### src/rtl/smooth_pkg.sv
// Shared definitions for the smoothing-filter sequencer: FSM encoding,
// window-length table and flush/fill limits.
package smooth_pkg;

  typedef enum logic [1:0] {
    ST_FLUSH     = 2'd0,
    ST_IDLE      = 2'd1,
    ST_WAIT_TICK = 2'd2,
    ST_AWAIT     = 2'd3
  } state_t;

  localparam int unsigned FLUSH_LEN = 16;
  localparam int unsigned FILL_MAX  = 16;
  localparam int unsigned FILL_W    = 5;

  // Window length in samples, indexed by select (00=1, 01=2, 10=4, 11=16)
  localparam logic [3:0][FILL_W-1:0] WIN_LEN = {5'd16, 5'd4, 5'd2, 5'd1};

endpackage

### src/rtl/smooth_filter_ctrl_if.sv
// Sample-source and filter-side signals of the smoothing sequencer.
interface smooth_filter_ctrl_if #(
  parameter int unsigned DATA_W = 16
);
  logic              run;
  logic              flush;
  logic [1:0]        select_in;
  logic              sample_valid;
  logic [DATA_W-1:0] sample_data;
  logic              req_sample;
  logic [DATA_W-1:0] data_x;
  logic              data_update;
  logic [1:0]        select;
  logic              filt_enable_n;
  logic              smooth_valid;
  logic [4:0]        fill_count;
  logic              timeout_err;
  logic              busy;

  modport master (
    output run, flush, select_in, sample_valid, sample_data,
    input  req_sample, data_x, data_update, select, filt_enable_n,
           smooth_valid, fill_count, timeout_err, busy
  );

  modport slave (
    input  run, flush, select_in, sample_valid, sample_data,
    output req_sample, data_x, data_update, select, filt_enable_n,
           smooth_valid, fill_count, timeout_err, busy
  );
endinterface

### src/rtl/smooth_tick_gen.sv
// Free-running CLK_DIV divider with a terminal-count pulse and synchronous clear.
module smooth_tick_gen #(
  parameter int unsigned CLK_DIV = 50000
) (
  input  logic clock,
  input  logic i_rst,
  input  logic i_clr,
  output logic o_tc_c
);
  localparam int unsigned CNT_W = (CLK_DIV > 2) ? $clog2(CLK_DIV) : 1;

  logic [CNT_W-1:0] r_cnt;

  assign o_tc_c = (r_cnt == CNT_W'(CLK_DIV - 1));

  always_ff @(posedge clock) begin
    if (i_rst || i_clr || o_tc_c) begin
      r_cnt <= '0;
    end else begin
      r_cnt <= r_cnt + CNT_W'(1);
    end
  end
endmodule

### src/rtl/smooth_filter_ctrl.sv
// Sequencer for the 16-tap moving-average filter: paces sample requests,
// flushes the reset-less filter history and tracks window fill.
module smooth_filter_ctrl
  import smooth_pkg::*;
#(
  parameter int unsigned CLK_DIV = 50000,
  parameter int unsigned TIMEOUT = 1000,
  parameter int unsigned DATA_W  = 16
) (
  input  logic                 clock,
  input  logic                 reset,
  smooth_filter_ctrl_if.slave  bus
);
  localparam int unsigned TO_W = (TIMEOUT > 0) ? $clog2(TIMEOUT + 1) : 1;

  state_t              r_state;
  logic [3:0]          r_flush_cnt;
  logic [TO_W-1:0]     r_to_cnt;
  logic                r_req_sample;
  logic [DATA_W-1:0]   r_data_x;
  logic                r_data_update;
  logic [1:0]          r_select;
  logic                r_filt_enable_n;
  logic                r_smooth_valid;
  logic [FILL_W-1:0]   r_fill_count;
  logic                r_timeout_err;
  logic                r_busy;

  logic                w_tick;
  logic                w_tick_clr;
  logic                w_flush_go;
  logic                w_accept;
  logic [FILL_W-1:0]   w_fill_nxt;
  logic [1:0]          w_sel_nxt;
  logic                w_valid_nxt;

  assign w_tick_clr = (r_state == ST_IDLE) || (r_state == ST_FLUSH);

  smooth_tick_gen #(.CLK_DIV(CLK_DIV)) u_tick (
    .clock  (clock),
    .i_rst  (reset),
    .i_clr  (w_tick_clr),
    .o_tc_c (w_tick)
  );

  // Flush beats a simultaneous sample; valid looks at next-cycle fill/select
  always_comb begin
    w_flush_go = bus.flush && (r_state != ST_FLUSH);
    w_accept   = (r_state == ST_AWAIT) && bus.sample_valid && !bus.flush;
    w_fill_nxt = r_fill_count;
    if (r_state == ST_FLUSH) begin
      w_fill_nxt = '0;
    end else if (w_accept && (r_fill_count < FILL_W'(FILL_MAX))) begin
      w_fill_nxt = r_fill_count + FILL_W'(1);
    end
    w_sel_nxt   = (r_state == ST_FLUSH) ? r_select : bus.select_in;
    w_valid_nxt = (r_state != ST_FLUSH) && !w_flush_go &&
                  (w_fill_nxt >= WIN_LEN[w_sel_nxt]);
  end

  always_ff @(posedge clock) begin
    if (reset) begin
      r_state         <= ST_FLUSH;
      r_flush_cnt     <= '0;
      r_to_cnt        <= '0;
      r_req_sample    <= 1'b0;
      r_data_x        <= '0;
      r_data_update   <= 1'b0;
      r_select        <= 2'b00;
      r_filt_enable_n <= 1'b1;
      r_smooth_valid  <= 1'b0;
      r_fill_count    <= '0;
      r_timeout_err   <= 1'b0;
      r_busy          <= 1'b1;
    end else begin
      r_req_sample    <= 1'b0;
      r_data_update   <= 1'b0;
      r_busy          <= 1'b0;
      r_filt_enable_n <= 1'b0;
      r_select        <= w_sel_nxt;
      r_fill_count    <= w_fill_nxt;
      r_smooth_valid  <= w_valid_nxt;

      case (r_state)
        ST_FLUSH: begin
          r_data_x        <= '0;
          r_data_update   <= 1'b1;
          r_busy          <= 1'b1;
          r_filt_enable_n <= 1'b1;
          r_flush_cnt     <= r_flush_cnt + 4'd1;
          if (r_flush_cnt == 4'(FLUSH_LEN - 1)) begin
            r_state <= bus.run ? ST_WAIT_TICK : ST_IDLE;
          end
        end
        ST_IDLE: begin
          if (w_flush_go) begin
            r_state     <= ST_FLUSH;
            r_flush_cnt <= '0;
          end else if (bus.run) begin
            r_state <= ST_WAIT_TICK;
          end
        end
        ST_WAIT_TICK: begin
          if (w_flush_go) begin
            r_state     <= ST_FLUSH;
            r_flush_cnt <= '0;
          end else if (!bus.run) begin
            r_state <= ST_IDLE;
          end else if (w_tick) begin
            r_req_sample <= 1'b1;
            r_to_cnt     <= '0;
            r_state      <= ST_AWAIT;
          end
        end
        ST_AWAIT: begin
          if (w_flush_go) begin
            r_state     <= ST_FLUSH;
            r_flush_cnt <= '0;
          end else if (w_accept) begin
            r_data_x      <= bus.sample_data;
            r_data_update <= 1'b1;
            r_state       <= bus.run ? ST_WAIT_TICK : ST_IDLE;
          end else if (!bus.run) begin
            r_state <= ST_IDLE;
          end else if (r_to_cnt == TO_W'(TIMEOUT)) begin
            r_timeout_err <= 1'b1;
            r_state       <= ST_WAIT_TICK;
          end else begin
            r_to_cnt <= r_to_cnt + TO_W'(1);
          end
        end
        default: r_state <= ST_FLUSH;
      endcase
    end
  end

  assign bus.req_sample    = r_req_sample;
  assign bus.data_x        = r_data_x;
  assign bus.data_update   = r_data_update;
  assign bus.select        = r_select;
  assign bus.filt_enable_n = r_filt_enable_n;
  assign bus.smooth_valid  = r_smooth_valid;
  assign bus.fill_count    = r_fill_count;
  assign bus.timeout_err   = r_timeout_err;
  assign bus.busy          = r_busy;

endmodule

### src/flat_wrapper.sv
// flat-port wrapper written by rule: the top's interface ports become plain ports
module smooth_filter_ctrl_flat import smooth_pkg::*;
#(
  parameter int unsigned CLK_DIV = 50000,
  parameter int unsigned TIMEOUT = 1000,
  parameter int unsigned DATA_W  = 16
)
  (clock, reset, bus_run, bus_flush, bus_select_in, bus_sample_valid, bus_sample_data, bus_req_sample, bus_data_x, bus_data_update, bus_select, bus_filt_enable_n, bus_smooth_valid, bus_fill_count, bus_timeout_err, bus_busy);
  smooth_filter_ctrl_if #(.DATA_W(DATA_W)) bus_i ();
  input  logic clock;
  input  logic reset;
  input wire logic [$bits(bus_i.run)-1:0] bus_run;
  input wire logic [$bits(bus_i.flush)-1:0] bus_flush;
  input wire logic [$bits(bus_i.select_in)-1:0] bus_select_in;
  input wire logic [$bits(bus_i.sample_valid)-1:0] bus_sample_valid;
  input wire logic [$bits(bus_i.sample_data)-1:0] bus_sample_data;
  output wire logic [$bits(bus_i.req_sample)-1:0] bus_req_sample;
  output wire logic [$bits(bus_i.data_x)-1:0] bus_data_x;
  output wire logic [$bits(bus_i.data_update)-1:0] bus_data_update;
  output wire logic [$bits(bus_i.select)-1:0] bus_select;
  output wire logic [$bits(bus_i.filt_enable_n)-1:0] bus_filt_enable_n;
  output wire logic [$bits(bus_i.smooth_valid)-1:0] bus_smooth_valid;
  output wire logic [$bits(bus_i.fill_count)-1:0] bus_fill_count;
  output wire logic [$bits(bus_i.timeout_err)-1:0] bus_timeout_err;
  output wire logic [$bits(bus_i.busy)-1:0] bus_busy;
  assign bus_i.run = bus_run;
  assign bus_i.flush = bus_flush;
  assign bus_i.select_in = bus_select_in;
  assign bus_i.sample_valid = bus_sample_valid;
  assign bus_i.sample_data = bus_sample_data;
  assign bus_req_sample = bus_i.req_sample;
  assign bus_data_x = bus_i.data_x;
  assign bus_data_update = bus_i.data_update;
  assign bus_select = bus_i.select;
  assign bus_filt_enable_n = bus_i.filt_enable_n;
  assign bus_smooth_valid = bus_i.smooth_valid;
  assign bus_fill_count = bus_i.fill_count;
  assign bus_timeout_err = bus_i.timeout_err;
  assign bus_busy = bus_i.busy;
  smooth_filter_ctrl #(.CLK_DIV(CLK_DIV), .TIMEOUT(TIMEOUT), .DATA_W(DATA_W)) u_core (.clock(clock), .reset(reset), .bus(bus_i));
endmodule
### config.mk
export PLATFORM = sky130hd
export DESIGN_NAME = smooth_filter_ctrl_flat
export DESIGN_NICKNAME = d
export VERILOG_FILES = /design/src/rtl/smooth_pkg.sv /design/src/rtl/smooth_filter_ctrl_if.sv /design/src/rtl/smooth_tick_gen.sv /design/src/rtl/smooth_filter_ctrl.sv /design/src/flat_wrapper.sv
export SDC_FILE = /design/constraint.sdc
export NUM_CORES = 1
export LEC_CHECK = 0
export CAP_MARGIN = 0
export CELL_PAD_IN_SITES_DETAIL_PLACEMENT = 2
export CELL_PAD_IN_SITES_GLOBAL_PLACEMENT = 2
export CORE_ASPECT_RATIO = 0.8
export CORE_MARGIN = 2
export CORE_UTILIZATION = 30
export DETAILED_ROUTE_END_ITERATION = 7
export PLACE_DENSITY_LB_ADDON = 0.1
export SYNTH_ARGS = -nofsm -noshare
export SYNTH_HDL_FRONTEND = slang
export SYNTH_HIERARCHICAL = 1
export SYNTH_SLANG_ARGS = --single-unit
export TNS_END_PERCENT = 100
### constraint.sdc
create_clock -name clock -period 8 [get_ports clock]
set_clock_uncertainty 0.2 [all_clocks]
set_input_delay 2.4 -clock clock [delete_from_list [all_inputs] [get_ports clock]]
set_output_delay 2.4 -clock clock [all_outputs]
set_load 0.005 [all_outputs]
Yosys cells after proc, flatten, opt, wreduce, memory -nomap -nowiden:

Cells that the tools add are included.

* flip-flop bits (word level): 60
* input bits: 23
* output and inout port bits: 29
* logic and storage cells: 98

* $add $sub $neg: 4
* order comparisons: 3
* equality and inequality tests: 19
* multiplexer cells: 35
* bitwise logic cells: 4
* reductions and logical operators: 21

Operator list (count)
* 10-bit 2-to-1 mux: 7
* 16-bit 2-to-1 mux: 2
* 16-bit case mux with 2 select lines: 1
* 2-bit 2-to-1 mux: 12
* 10-bit case mux with 2 select lines: 1
* 16-bit by 1-bit adder with 16-bit output, second input constant: 1
* 16-bit equality test, second input constant: 1
* 2-bit inequality test, second input constant: 8
* 5-bit 2-to-1 mux: 3
* 10-bit by 1-bit adder with 10-bit output, second input constant: 1
* 5-bit binary-select mux with 2-bit select: 1
* 10-bit equality test, second input constant: 1
* 2-bit case mux with 4 select lines: 1
* 4-bit case mux with 2 select lines: 1
* 8-bit AND reduction: 1
* 1-bit logical AND: 6
* 2-bit nonzero test: 3
* 5-bit by 1-bit adder with 5-bit output, second input constant: 1
* 5-bit greater-or-equal comparator: 1
* 5-bit less-than comparator, second input constant: 1
* 5-bit by 3-bit inequality test with 1-bit output, second input constant: 1
* 5-bit AND reduction: 1
* 4-bit by 1-bit adder with 4-bit output, second input constant: 1
* 2-bit equality test, second input constant: 2
* 17 further kinds: 27

Longest topological paths before layout:

Gate-level depths: netlist (run 1).

* word-level depth: 8
* depth in mapped cells: 10
* mapped depth without buffers: 9

Cells and area by module:

The synthesis (run 1) kept the hierarchy.

Modules (own cells, without submodules)
* smooth_filter_ctrl: instances 1, cells an instance 242, area an instance 2159.6 sq um
* smooth_tick_gen: instances 1, cells an instance 83, area an instance 743.2 sq um

Worst setup path before layout (run 1):

Ideal clock, no wire load.

* path kind: input port to flip-flop
* start: input bus_flush
* end: register u_core.r_smooth_valid, in the netlist u_core/bus.smooth_valid
* arrival time: 3.971 ns
* data required time: 7.666 ns
* path slack: 3.695 ns
* stages on the path: 9
* path buffers: 1
* cells stage by stage: buf_4 > and4bb_2 > xor2_1 > nand2b_1 > ha_1 > nand2b_1 > a21o_1 > a211oi_1 > a2111oi_0

* word-level cells in the longest chain between the ends: 7
* elaborated cells between the ends (all ways): 10

RTL lines
* start, declared: line flat_wrapper.sv:13 `input wire logic [$bits(bus_i.flush)-1:0] bus_flush;`
* 1-bit logical NOT: line smooth_filter_ctrl.sv:49 `w_accept = (r_state == ST_AWAIT) && bus.sample_valid && !bus.flush;`
* 1-bit logical AND: line smooth_filter_ctrl.sv:49
* 1-bit logical AND: line smooth_filter_ctrl.sv:53 `end else if (w_accept && (r_fill_count < FILL_W'(FILL_MAX))) begin`
* 5-bit 2-to-1 mux: line smooth_filter_ctrl.sv:53
* 5-bit 2-to-1 mux: line smooth_filter_ctrl.sv:51 `if (r_state == ST_FLUSH) begin`
* 5-bit greater-or-equal comparator: line smooth_filter_ctrl.sv:58 `(w_fill_nxt >= WIN_LEN[w_sel_nxt]);`
* 1-bit logical AND (*): line smooth_filter_ctrl.sv:57 `w_valid_nxt = (r_state != ST_FLUSH) && !w_flush_go &&`
* end signal, assigned: line smooth_filter_ctrl.sv:82 `r_smooth_valid <= w_valid_nxt;`
* end, declared: line smooth_filter_ctrl.sv:24 `logic r_smooth_valid;`

Every way passes the cells marked *; elsewhere a longest branch is shown, timed or not.
A chain may end at the register's enable or synchronous reset.

Worst setup path after layout (run 1):

* start: input bus_flush
* end: register u_core.r_smooth_valid, in the netlist u_core/bus.smooth_valid

* word-level cells in the longest chain between the ends: 7
* elaborated cells between the ends (all ways): 10

RTL lines
* 1-bit logical NOT: line smooth_filter_ctrl.sv:49
* 1-bit logical AND: line smooth_filter_ctrl.sv:49
* 1-bit logical AND: line smooth_filter_ctrl.sv:53
* 5-bit 2-to-1 mux: line smooth_filter_ctrl.sv:53
* 5-bit 2-to-1 mux: line smooth_filter_ctrl.sv:51
* net u_core.w_fill_nxt[4]: line smooth_filter_ctrl.sv:33 `logic [FILL_W-1:0] w_fill_nxt;`
* 5-bit greater-or-equal comparator: line smooth_filter_ctrl.sv:58
* 1-bit logical AND: line smooth_filter_ctrl.sv:57

The timed path passes the listed nets, and every way through them passes these cells.

==> results of run 1 <==
-- metal layers --
metal  GRT usage  part of all wire
met2       0.262              0.45
met1       0.220              0.49
met5           0                 0
met3      0.0549             0.046
met4      0.0640             0.015
-- cells in the final DEF, fill, tap and decap left out, types with 3 or more instances in the layout --
cell type and instances:
dfxtp_1 60, clkdlybuf4s50_1 51, nor2_1 49, a22oi_1 16
a21oi_1 14, ha_1 13, xnor2_1 13, nand2_1 12
nand3_1 12, inv_1 11, clkbuf_16 9, nand2b_1 9
nand4_1 9, o31ai_1 9, or4_1 9, nor3_1 9
mux2i_1 5, nor4_1 5, nor2b_1 4, clkbuf_8 3
xor2_1 3, nor3b_1 3
-- worst paths after layout --
path,endpoint,depth (start not counted)
worst max-delay path,u_core/bus.smooth_valid,7
worst min-delay path,u_core/u_tick/r_cnt[0],1
worst max register to register,u_core/bus.smooth_valid,7
worst min register to register,u_core/u_tick/r_cnt[0],1
-- power by group --
part           internal, mW  switching (mW)
clock network         0.298           0.136
logic                0.0493          0.0551
registers             0.308         0.00872
total                 0.656           0.200
-- critical path, cell delays in order --
cell,delay (ns)
clkdlybuf4s50_1,0.61
and3b_1,0.82
a41oi_1,0.24
nor2_1,0.16
ha_1,0.19
a211oi_1,0.07
a2111oi_0,0.50
-- flip-flops by register name, summed over array words and instances (netlist names) --
signal and cells:
u_core/bus.smooth_valid 1, u_core/r_flush_cnt 4, u_core/bus.fill_count 5, u_core/r_state 2
u_core/bus.data_update 1, u_core/r_to_cnt 10, u_core/bus.timeout_err 1, u_core/bus.select 2
u_core/bus.data_x 16, u_core/bus.req_sample 1, u_core/u_tick/r_cnt 16, u_core/bus.busy 1
-- cell type report --
type	count	area (um^2)
fillers	1065	5730
multi-input cells	234	1540
flip-flops and latches	60	1200
repair buffers	53	526
clock buffers	13	270
well taps	119	149
clock inverters	3	67.6
inverters	12	45.0
-- Yosys cell counts (2+ instances only) --
master	number	area share
dfxtp_1	60	0.41
nor2_1	49	0.063
a22oi_1	16	0.041
a21oi_1	14	0.024
ha_1	13	0.056
xnor2_1	13	0.039
nand2_1	12	0.016
nand3_1	12	0.021
inv_1	11	0.014
clkbuf_1	9	0.012
nand2b_1	9	0.019
nand4_1	9	0.019
nor3_1	9	0.016
o31ai_1	9	0.023
or4_1	9	0.023
mux2i_1	5	0.017
nor4_1	5	0.011
buf_2	4	0.0069
nor2b_1	4	0.0086
nor3b_1	3	0.0078
xor2_1	3	0.0091
a21o_1	2	0.0052
a41oi_1	2	0.0060
buf_4	2	0.0052
buf_6	2	0.0078
nand3b_1	2	0.0052
nand4bb_1	2	0.0078
nor2_2	2	0.0043
o21ai_0	2	0.0034
o21ai_1	2	0.0034
o21bai_1	2	0.0052
o22a_1	2	0.0060
or3_1	2	0.0043
-- logic make-up (layout without fill, tap and decap cells) --
logic type,Yosys count,in the layout
flops,60,60
compound gates,60,60
buf+inv,31,81
mux,7,7
simple gates,138,138
fa+ha+maj,13,13
xor+xnor,16,16
-- stage by stage --
step | hold WS (ns) | instances
after CTS | 0.276 | 494
after floorplan | 0.239 | 325
final | 0.270 | 494
after global routing | 0.293 | 494
after detailed placement | 0.260 | 478
after global placement | 0.255 | 478
==> results.py, run 1 <==
metrics = {
    "drt": {
        "wl_um": 8100,
        "viasPerCell": 5.23,
        "dr.pass1.iters": 4,
        "wl_per_cell_um": 16.4,
        "ant_nets": 0,
        "drc": 0,
        "vias": 2586,
        "drt_iter0_drc": 95,
    },
    "clock_tree": {
        "post_cts.repair.setup_buffers": 0,
        "post_cts_resized": 0,
        "cts_tree": "done",
        "cts_max_path_buffers": 2,
        "cts_root_buf": "clkbuf_16",
        "clkTransAtPathRegs_ns": 0.05,
        "insertion_delay_ns": 0.33,
        "cts_buffers": 9,
        "ctsHoldBuffers": 0,
        "cts_max_level": 3,
        "clkSinkCount": 60,
    },
    "die": {
        "fp.dieW_um": 114,
        "start_util": 0.305,
        "num_rows": 32,
        "io_pins": 52,
        "core_mm2": 0.00953,
        "chipHeight_um": 92.0,
        "dieArea_mm2": 0.0105,
    },
    "yosys": {
        "ys_warn_count": 6,
        "synth_compound_area_frac": 0.146,
        "synth_edf_count": 0,
        "synth_top_family_by_area": "simple AND/OR/NAND/NOR gates",
        "synth.yosys.seq_area_share": 0.414,
        "yosys_most_used_dff": "dfxtp_1",
        "syn_nets": 361,
        "synth.avg_cell_area_um2": 8.93,
        "synthArstFlopShare": 0,
        "synthAdderAreaFrac": 0.0560,
        "synth_xor_area_frac": 0.0483,
        "synthMuxAreaShare": 0.0263,
        "synth-seq-cells": 60,
        "synth_cell_types": 56,
        "synth-simple-area-share": 0.255,
        "synthCells": 325,
        "syn_area_mm2": 0.00290,
    },
    "hold_path": {
        "hold_class": "reg -> reg",
        "hp-start": "u_core/u_tick/r_cnt[0]",
    },
    "timing": {
        "grt_setup_unrepaired": "no",
        "max_clock_freq_mhz": 199,
        "setup_viol": 0,
        "fin_crit_sh": 0.627,
        "worst_slack_ns": 2.98,
        "finalHoldViolations": 0,
        "maxSlewViolCount": 0,
        "fin_crit_ns": 5.02,
        "worstMarginPinSlew_ns": 0.787,
        "tns_ns": 0,
        "relSlewSlack": 0.475,
    },
    "placement": {
        "io_buffers": 51,
        "dp_slack_ns": 2.66,
        "post-dp-hpwl_um": 5610,
        "place_area_mm2": 0.00346,
        "gp_congestion": 0.725,
    },
    "setup_path": {
        "critical_path_class": "in -> reg",
        "worstSetupStartpoint": "bus_flush",
        "rrSetupSlack_ns": 4.88,
        "worstPathRequired_ns": 7.97,
        "end_kind": "flip-flop",
        "r2r-start": "u_core/r_state[0]",
        "arrival_ns": 4.99,
        "critical_path.max_fanout": 19,
        "worstSetupStartpointType": "primary input",
    },
    "power_and_ir_drop": {
        "ir_worst_vdd_mv": 0.105,
        "leakagePower_nw": 1.24,
        "total_power_uw": 856,
        "cellPowerDensity_mw_per_mm2": 225,
    },
    "final_layout": {
        "num-nets-final": 406,
        "final_util": 0.399,
        "antenna_cells": 0,
        "drive_gt1_frac": 0.0773,
        "syn_to_final_growth_pct": 30.9,
        "finalInstanceArea_mm2": 0.00380,
    },
    "grt": {
        "grt_antenna_before_repair": 0,
        "grt_max_degree": 41,
        "overflow": 0,
        "grt_pass1_wl_um": 13800,
        "grt_usage": 0.169,
        "grt_pass1_vias": 2756,
    },
    "status": {
        "outcome": "finished clean",
    },
    "run": {
        "maxCapViolCount": 0,
    },
}
No activity file was read; power rests on OpenSTA's default activity.
==> run 2, diff against run 1 <==
- CORE_UTILIZATION: 30 -> 28
- clock period: 8 -> 4.6 ns (I/O delays scaled with it)
==> results.py, run 2 (synthesis results as in run 1) <==
metrics = {
    "status": {
        "outcome": "finished clean",
    },
    "drt": {
        "dr.pass1.iters": 4,
        "ant_nets": 0,
        "vias": 2579,
        "viasPerCell": 4.99,
        "wl_per_cell_um": 15.8,
        "wl_um": 8190,
        "drt_iter0_drc": 124,
        "drc": 0,
    },
    "setup_path": {
        "slowest_stage": "clkdlybuf4s50_1",
        "path_depth": 10,
        "r2r-start": "u_core/u_tick/r_cnt[11]",
        "worstPathRequired_ns": 4.59,
        "worstSetupStartpointType": "primary input",
        "worst-path-buf-inv": 2,
        "arrival_ns": 3.62,
        "slowest_delay_ns": 0.40,
        "critical_path.max_fanout": 12,
        "cpMostUsedCell": "nand2b_1",
        "critical_path_class": "in -> reg",
        "rrSetupSlack_ns": 1.69,
        "r2r_cells": 6,
        "r2r_end": "u_core/r_to_cnt[9]",
        "cpLargestDelayFamily": "simple AND/OR/NAND/NOR gates",
        "cp_cell_sequence": "clkdlybuf4s50_1, buf_4, and4bb_2, xor2_1, nand2b_1, ha_1, nand2b_1, a21o_1, a211oi_1, a2111oi_0",
        "end_kind": "flip-flop",
    },
    "final_layout": {
        "multiInputGateArea_mm2": 0.00154,
        "num-fill-cells": 1142,
        "seqCellArea_mm2": 0.00120,
        "antenna_cells": 0,
        "layout_common_cells": "dfxtp_1, clkdlybuf4s50_1, nor2_1, a22oi_1, a21oi_1",
        "post_layout_nonfiller_instances": 517,
        "final_common_cell": "dfxtp_1",
        "num-nets-final": 408,
        "finalInstanceArea_mm2": 0.00379,
        "drive_gt1_frac": 0.0796,
        "syn_to_final_growth_pct": 30.5,
    },
    "clock_tree": {
        "cts_max_path_buffers": 2,
        "post_cts.repair.setup_buffers": 0,
        "post_cts_resized": 0,
        "cts_tree": "done",
        "clkTransAtPathRegs_ns": 0.05,
        "ctsHoldBuffers": 0,
        "cts_max_level": 3,
        "cts_root_buf": "clkbuf_16",
        "cts_buffers": 9,
        "insertion_delay_ns": 0.33,
        "clkSinkCount": 60,
    },
    "timing": {
        "tns_ns": 0,
        "fin_crit_sh": 0.787,
        "grt_setup_unrepaired": "no",
        "relSlewSlack": 0.397,
        "worstMarginPinSlew_ns": 0.897,
        "maxSlewViolCount": 0,
        "setup_viol": 0,
        "finalHoldViolations": 0,
        "max_clock_freq_mhz": 276,
        "holdWs_ns": 0.275,
        "fin_crit_ns": 3.62,
    },
    "grt": {
        "grt_pass1_wl_um": 14000,
        "grt_pass1_vias": 2741,
        "overflow": 0,
        "grt_antenna_before_repair": 0,
        "grt_usage": 0.158,
        "grt_max_degree": 40,
    },
    "die": {
        "chipHeight_um": 95.1,
        "io_pins": 52,
        "fp.dieW_um": 118,
        "num_rows": 33,
        "start_util": 0.286,
        "core_mm2": 0.0102,
        "dieArea_mm2": 0.0112,
    },
    "placement": {
        "post-dp-hpwl_um": 5780,
        "gp_congestion": 0.723,
        "dp.cells": 501,
        "io_buffers": 51,
        "place_area_mm2": 0.00350,
    },
    "hold_path": {
        "worst_hold_path.endpoint": "u_core/u_tick/r_cnt[0]",
        "hold_class": "reg -> reg",
        "hold_depth": 1,
        "hp-start": "u_core/u_tick/r_cnt[0]",
    },
    "power_and_ir_drop": {
        "leakagePower_nw": 1.23,
        "cellPowerDensity_mw_per_mm2": 366,
        "ir_worst_vdd_mv": 0.151,
    },
    "run": {
        "maxCapViolCount": 0,
    },
}
[run 2: cell types whose count changed in the layout (fill, tap and decap cells not counted)]
cell       change
clkbuf_8       -3
clkinv_2       +3
buf_4          +2
bufinv_16      -1
clkbuf_1       +1
[run 2: layout make-up]
cell class                 count  area share
clock buffer                  11      0.0614
inverter                      12      0.0119
tap                          140      0.0462
timing repair buffer          55       0.143
sequential                    60       0.317
clock inverter                 5      0.0139
multi-input combinational    234       0.407
[run 2: stage by stage]
stage               setup WS, ns  utilization  power, mW
floorplan                   1.32            -      0.683
finish                     0.979        0.373       1.39
global placement           0.779        0.345      0.742
CTS                        0.985        0.373       1.42
detailed placement         0.638        0.345      0.751
global route               0.806        0.373       1.46
[run 2: worst reg2reg max path: stages (launching register included)]
cell and delay, ns:
dfxtp_1 0.35, or4b_1 0.56, nor4_2 0.43, mux2_4 0.24, nand3_1 0.25, o21bai_1 0.63, a21oi_1 0.10
[run 2: report_power, final]
group	internal, mW	switching, mW
registers	0.537	0.0146
clock network	0.416	0.234
logic	0.0875	0.0967
[run 2: worst max path at each step]
stage / startpoint / end / slack (ns)
6_report: bus_flush / u_core/bus.smooth_valid / 0.98
5_1_grt: bus_flush / u_core/bus.smooth_valid / 0.81
4_1_cts: bus_flush / u_core/bus.smooth_valid / 0.98
3_5_place_dp: bus_flush / u_core/bus.smooth_valid / 0.64
3_3_place_gp: bus_flush / u_core/bus.smooth_valid / 0.78
2_1_floorplan: bus_flush / u_core/bus.smooth_valid / 1.32
[run 2: routing by layer]
layer | GRT usage | part of all wire
met3 | 0.0580 | 0.059
met1 | 0.200 | 0.48
met4 | 0.0482 | 0.011
met2 | 0.253 | 0.45
met5 | 0 | 0
==> run 3, diff against run 2 <==
- clock period: 4.6 -> 2.9 ns (I/O delays scaled with it)
==> results.py, run 3 (synthesis results as in run 1) <==
metrics = {
    "grt": {
        "overflow": 0,
        "grt_usage": 0.164,
        "grt_max_degree": 18,
        "grt_pass1_wl_um": 14600,
        "grt_antenna_before_repair": 0,
        "grt_pass1_vias": 2926,
    },
    "power_and_ir_drop": {
        "ir_worst_vdd_mv": 0.217,
        "total_power_mw": 2.36,
        "leakagePower_nw": 1.39,
        "cellPowerDensity_mw_per_mm2": 581,
    },
    "timing": {
        "fin_crit_ns": 2.80,
        "finalHoldViolations": 0,
        "max_clock_freq_mhz": 357,
        "grt_setup_unrepaired": "no",
        "relSlewSlack": 0.451,
        "setup_viol": 0,
        "worstMarginPinSlew_ns": 0.824,
        "fin_crit_sh": 0.965,
        "maxSlewViolCount": 0,
        "worst_slack_ns": 0.103,
    },
    "setup_path": {
        "arrival_ns": 2.80,
        "rrSetupSlack_ns": 0.16,
        "critical_path_class": "in -> reg",
        "end_kind": "flip-flop",
        "critical_path.max_fanout": 3,
        "worstSetupStartpointType": "primary input",
        "worstPathRequired_ns": 2.90,
    },
    "final_layout": {
        "drive_gt1_frac": 0.151,
        "num-fill-cells": 1150,
        "multiInputGateArea_mm2": 0.00156,
        "post_layout_nonfiller_instances": 545,
        "syn_to_final_growth_pct": 39.7,
        "antenna_cells": 0,
        "layout_common_cells": "dfxtp_1, clkdlybuf4s50_1, nor2_1, buf_4, a22oi_1",
        "seqCellArea_mm2": 0.00120,
        "final_common_cell": "dfxtp_1",
        "num-nets-final": 436,
    },
    "run": {
        "maxCapViolCount": 0,
    },
    "status": {
        "outcome": "finished clean",
    },
    "placement": {
        "dp.cells": 528,
        "post-dp-hpwl_um": 6130,
        "io_buffers": 51,
        "dp_slack_ns": -0.314,
        "gp_congestion": 0.708,
    },
    "drt": {
        "wl_um": 8590,
        "viasPerCell": 4.90,
        "drt_iter0_drc": 117,
        "ant_nets": 0,
        "wl_per_cell_um": 15.8,
        "dr.pass1.iters": 4,
        "drc": 0,
        "vias": 2672,
    },
    "clock_tree": {
        "cts_root_buf": "clkbuf_16",
        "clkTransAtPathRegs_ns": 0.05,
        "cts_max_path_buffers": 2,
        "ctsHoldBuffers": 0,
        "cts_max_level": 3,
        "insertion_delay_ns": 0.33,
        "cts_tree": "done",
        "cts_buffers": 9,
        "clkSinkCount": 60,
    },
    "hold_path": {
        "hold_class": "reg -> reg",
    },
    "die": {
        "dieArea_mm2": 0.0112,
        "io_pins": 52,
        "core_mm2": 0.0102,
        "num_rows": 33,
        "start_util": 0.286,
        "chipHeight_um": 95.1,
        "fp.dieW_um": 118,
    },
}
## run 3: cell type report
type                            count  share of cell area
Clock inverter                      4              0.0179
Inverter                           12              0.0111
Multi-Input combinational cell    234               0.385
Tap cell                          140              0.0432
Timing Repair Buffer               83               0.186
Sequential cell                    60               0.296
Clock buffer                       12              0.0608
## run 3: path summary, 6_finish.rpt
kind | startpoint | to | depth (start not counted)
worst max-delay path | bus_sample_valid | u_core/bus.smooth_valid | 9
worst min-delay path | u_core/u_tick/r_cnt[0] | u_core/u_tick/r_cnt[0] | 1
worst max register to register | u_core/u_tick/r_cnt[13] | u_core/r_to_cnt[8] | 7
worst min register to register | u_core/u_tick/r_cnt[0] | u_core/u_tick/r_cnt[0] | 1
## run 3: worst max-delay path, cell delays in order
cell and delay, ns:
clkdlybuf4s50_1 0.48, and4bb_2 0.27, buf_4 0.12, mux2i_1 0.21
nor2_1 0.07, ha_1 0.29, a21o_1 0.19, a211oi_2 0.21
a2111oi_2 0.09
## run 3: repair_timing
action                                  4_1_cts  5_1_grt
endpoints found under the setup margin        0       15
gates resized for setup                       0        5
buffers inserted                              0        1
## run 3: power breakdown
part           switching (mW)  internal (mW)  total [mW]
Sequential             0.0233          0.851       0.874
Clock                   0.377          0.774        1.15
Combinational           0.166          0.165       0.331
Total                   0.566           1.79        2.36
## run 3: per-stage QoR
stage,hold WS (ns),instance area [um^2],util,setup TNS [ns]
2_1_floorplan,0.239,2900,-,0
3_3_place_gp,0.259,3710,0.365,-2.09
3_5_place_dp,0.261,3710,0.365,-4.00
4_1_cts,0.278,4030,0.396,0
5_1_grt,0.293,4050,0.399,0
6_report,0.273,4050,0.399,0
## run 3: layer usage
metal	GRT usage	part of all wire
met5	0	0
met4	0.0482	0.0080
met3	0.0610	0.057
met2	0.270	0.46
met1	0.201	0.48
